### src/rtl/sat_counter.sv
// Saturating up-counter: increments on i_inc and holds at all-ones.
module sat_counter #(
  parameter int W = 16
) (
  input  logic         i_clk,
  input  logic         i_rst_n,
  input  logic         i_inc,
  output logic [W-1:0] o_count
);

  logic [W-1:0] r_count;

  // Count register with saturating hold
  always_ff @(posedge i_clk or negedge i_rst_n) begin
    if (!i_rst_n) begin
      r_count <= {W{1'b0}};
    end else if (i_inc && (r_count != {W{1'b1}})) begin
      r_count <= r_count + {{(W-1){1'b0}}, 1'b1};
    end else begin
      r_count <= r_count;
    end
  end

  assign o_count = r_count;

endmodule

### config.mk
export PLATFORM = sky130hd
export DESIGN_NAME = sat_counter
export DESIGN_NICKNAME = d
export VERILOG_FILES = /design/src/rtl/sat_counter.sv
export SDC_FILE = /design/constraint.sdc
export NUM_CORES = 1
export LEC_CHECK = 0
export CORE_UTILIZATION = 36
export DETAILED_ROUTE_END_ITERATION = 6
export PLACE_DENSITY_LB_ADDON = 0.12
export REMOVE_ABC_BUFFERS = 1
export SLEW_MARGIN = 20
export SYNTH_ARGS = -nofsm -noshare
export SYNTH_HDL_FRONTEND = slang
export SYNTH_SLANG_ARGS = --single-unit
export TNS_END_PERCENT = 5
### constraint.sdc
create_clock -name i_clk -period 2.1 [get_ports i_clk]
set_clock_uncertainty 0.15 [all_clocks]
set_input_delay 0.21 -clock i_clk [delete_from_list [all_inputs] [get_ports i_clk]]
set_output_delay 0.21 -clock i_clk [all_outputs]
set_load 0.01 [all_outputs]
==> flow_metrics.py <==
metrics = {
    "drt": {
        "wl_per_cell_um": 14.8,
        "antenna_left": 0,
        "drc": 0,
        "routed_wl_mm": 1.83,
        "drt_iter0_markers": 8,
        "routed_via_density": 5.66,
        "dr.pass1.iters": 4,
        "num_vias": 702,
    },
    "global_route": {
        "grt_max_degree": 17,
        "antenna_found_initial": 0,
        "grt_overflow": 0,
        "grt_pass1_vias": 641,
        "grt_pass1_wl_mm": 2.99,
        "grt.total_usage_pct": 15.7,
    },
    "timing": {
        "tightest_slew_ps": 382,
        "rsz0062_at_grt": "no",
        "finalCritPeriodShare_pct": 85.8,
        "finalSetupViolCount": 0,
        "max_freq_mhz": 555,
        "max_slew_margin_pct": 74.5,
        "finalHoldViolCount": 0,
        "totalNegativeSetupSlack_ps": 0,
        "finalCriticalPeriod_ps": 1800,
        "drv_slew": 0,
    },
    "pwr": {
        "power.density_nw_per_um2": 856,
        "switching_share_pct": 33.9,
        "internal-power_mw": 0.637,
        "total_power_mw": 0.964,
        "clkPwrFrac_pct": 21.2,
        "ir_drop_mv": 0.511,
        "power_switching_mw": 0.327,
        "p_comb_share_pct": 30.2,
        "p_leak_nw": 0.455,
        "p_seq_share_pct": 48.7,
    },
    "cts": {
        "numCtsBuffers": 3,
        "insertion_delay_ps": 280,
        "cts_hold_buf": 0,
        "clk_pin_slew_worst_paths_ps": 90,
        "cts-root-buf": "clkbuf_4",
        "cts_tree": "yes",
        "clock-sinks": 16,
        "htree_levels": 1,
        "clk_path_buf_depth": 2,
        "post_cts.repair.setup_buffers": 0,
        "ctsResizeCount": 0,
    },
    "synthesis": {
        "synth_top_area_share_pct": 46.6,
        "yosysSeqAreaShare_pct": 46.6,
        "yosysWarnings": 0,
        "synth_edf_count": 0,
        "yosysMostFrequentCell": "dfrtp_1",
        "synth_cells": 72,
        "synthArstFlopShare_pct": 100,
        "synth_commonest_cells": "dfrtp_1 (16), nand4_1 (8), nand3_1 (5), o21a_1 (5), xnor2_1 (5)",
        "post_synth.cell_area_avg_um2": 11.9,
        "synth_top_area_cell": "dfrtp_1",
        "synth_area_leaders": "dfrtp_1 (47%), nand4_1 (5.8%), xnor2_1 (5.1%)",
        "ys_ff_latch": 16,
        "synth_cell_type_count": 27,
        "synth-main-ff-cell": "dfrtp_1",
        "syn_area_um2": 860,
    },
    "worst_setup_path": {
        "startpoint_type": "flop",
        "max_stage_delay_ps": 440,
        "path_cells": "ha_1, nand2_1, nor3_2, nand4_1, xnor2_1",
        "path_class": "flop to flop",
        "cp.required_ps": 2120,
        "crit_fanout": 6,
        "critPathBufInv": 0,
        "crit_path_top_delay_cell": "dfrtp_1",
        "critPathTopFamily": "simple AND/OR/NAND/NOR gates",
        "worstSetupEndpointType": "flop",
        "arrival_ps": 1830,
    },
    "finish": {
        "drive_gt1_share_pct": 16.7,
        "seqCellArea_um2": 400,
        "fill_cells": 218,
        "area_delta_synth_final_pct": 31.0,
        "multiInputGateArea_um2": 459,
        "nets": 101,
        "n_antenna_cell": 0,
        "largest_register_ffs": 16,
    },
    "floorplanning": {
        "io_pins": 19,
        "design.die.area_um2": 2590,
        "die_w_um": 50.9,
        "rows": 17,
        "die_h_um": 50.9,
        "fp.coreArea_um2": 2230,
        "start_util_pct": 38.5,
    },
    "placement": {
        "dp_hpwl_mm": 1.30,
        "place_congestion": 0.767,
        "port_buffers": 18,
    },
    "worst_hold_path": {
        "min_path_type": "primary input to async pin",
    },
    "job": {
        "cap_viol_max_count": 0,
    },
    "status": {
        "status": "finished, final reports clean",
    },
}
==> power groups by stage <==
stage | clock [mW] | combinational [mW] | sequential (mW)
final | 0.204 | 0.291 | 0.469
after floorplan | 0 | 0.116 | 0.485
after detailed placement | 0 | 0.294 | 0.474
after global placement | 0 | 0.294 | 0.470
after global routing | 0.221 | 0.319 | 0.483
after CTS | 0.211 | 0.295 | 0.469
==> final timing paths <==
check | from | endpoint | slack (ps) | cells after the start
max reg2reg | o_count[0] | o_count[10] | 300 | 5
min in group i_clk | o_count[15] | o_count[15] | 380 | 1
max in group asynchronous | i_rst_n | o_count[7] | 1540 | 2
max | o_count[0] | o_count[10] | 300 | 5
min reg2reg | o_count[15] | o_count[15] | 380 | 1
min | i_rst_n | o_count[15] | 80 | 2
==> metal layers <==
layer	track usage, %	share of wire, %
met1	22.1	52
met2	22.9	43
met3	2.68	3.1
met4	8.33	1.6
met5	0	0
==> cell families after synthesis <==
family	count (synthesis)	synth area share [%]
fa+ha+maj	1	1.46
simple gates	32	30.3
mux	1	1.31
compound gates	15	13.2
flops	16	46.6
xor+xnor	7	7.13
==> metrics by stage <==
step / util [%] / instances / instance area, µm² / hold slack (ps) / setup WS, ps
after CTS: 50.4 / 124 / 1130 / 81.6 / 285
final: 50.4 / 124 / 1130 / 81.2 / 299
after global routing: 50.4 / 124 / 1130 / 111 / 190
after detailed placement: 48.8 / 120 / 1090 / 369 / 245
after global placement: 48.8 / 120 / 1090 / 357 / 235
after floorplan: - / 72 / 860 / -236 / 427
==> layout by cell type (no fill, tap or decap) <==
cell             synthesis  final
clkdlybuf4s50_1          0     18
dfrtp_1                 16     16
nand4_1                  8      8
nand3_1                  5      5
o21a_1                   5      5
xnor2_1                  5      5
nand2_1                  4      4
a21oi_1                  3      3
a31oi_1                  3      3
clkbuf_4                 0      3
and3_1                   2      2
nor2_1                   2      2
xor2_1                   2      2
nor4_4                   2      2
buf_4                    0      2
and4_2                   1      1
and4_1                   1      1
and4_4                   1      1
o211ai_1                 1      1
nand4_2                  1      1
nand4_4                  1      1
nor2_2                   1      1
a32oi_1                  1      1
o21ai_0                  1      1
nand3_4                  1      1
o31ai_4                  1      1
mux2_1                   1      1
nor3_2                   1      1
and4b_1                  1      1
ha_1                     1      1
clkbuf_8                 0      1
==> layout make-up <==
class | count | share of cell area [%]
flip-flops and latches | 16 | 35.6
well taps | 28 | 3.11
clock buffers | 4 | 3.22
repair buffers | 20 | 17.3
multi-input cells | 56 | 40.8
Note: power is estimated with default switching activity, not from simulation.
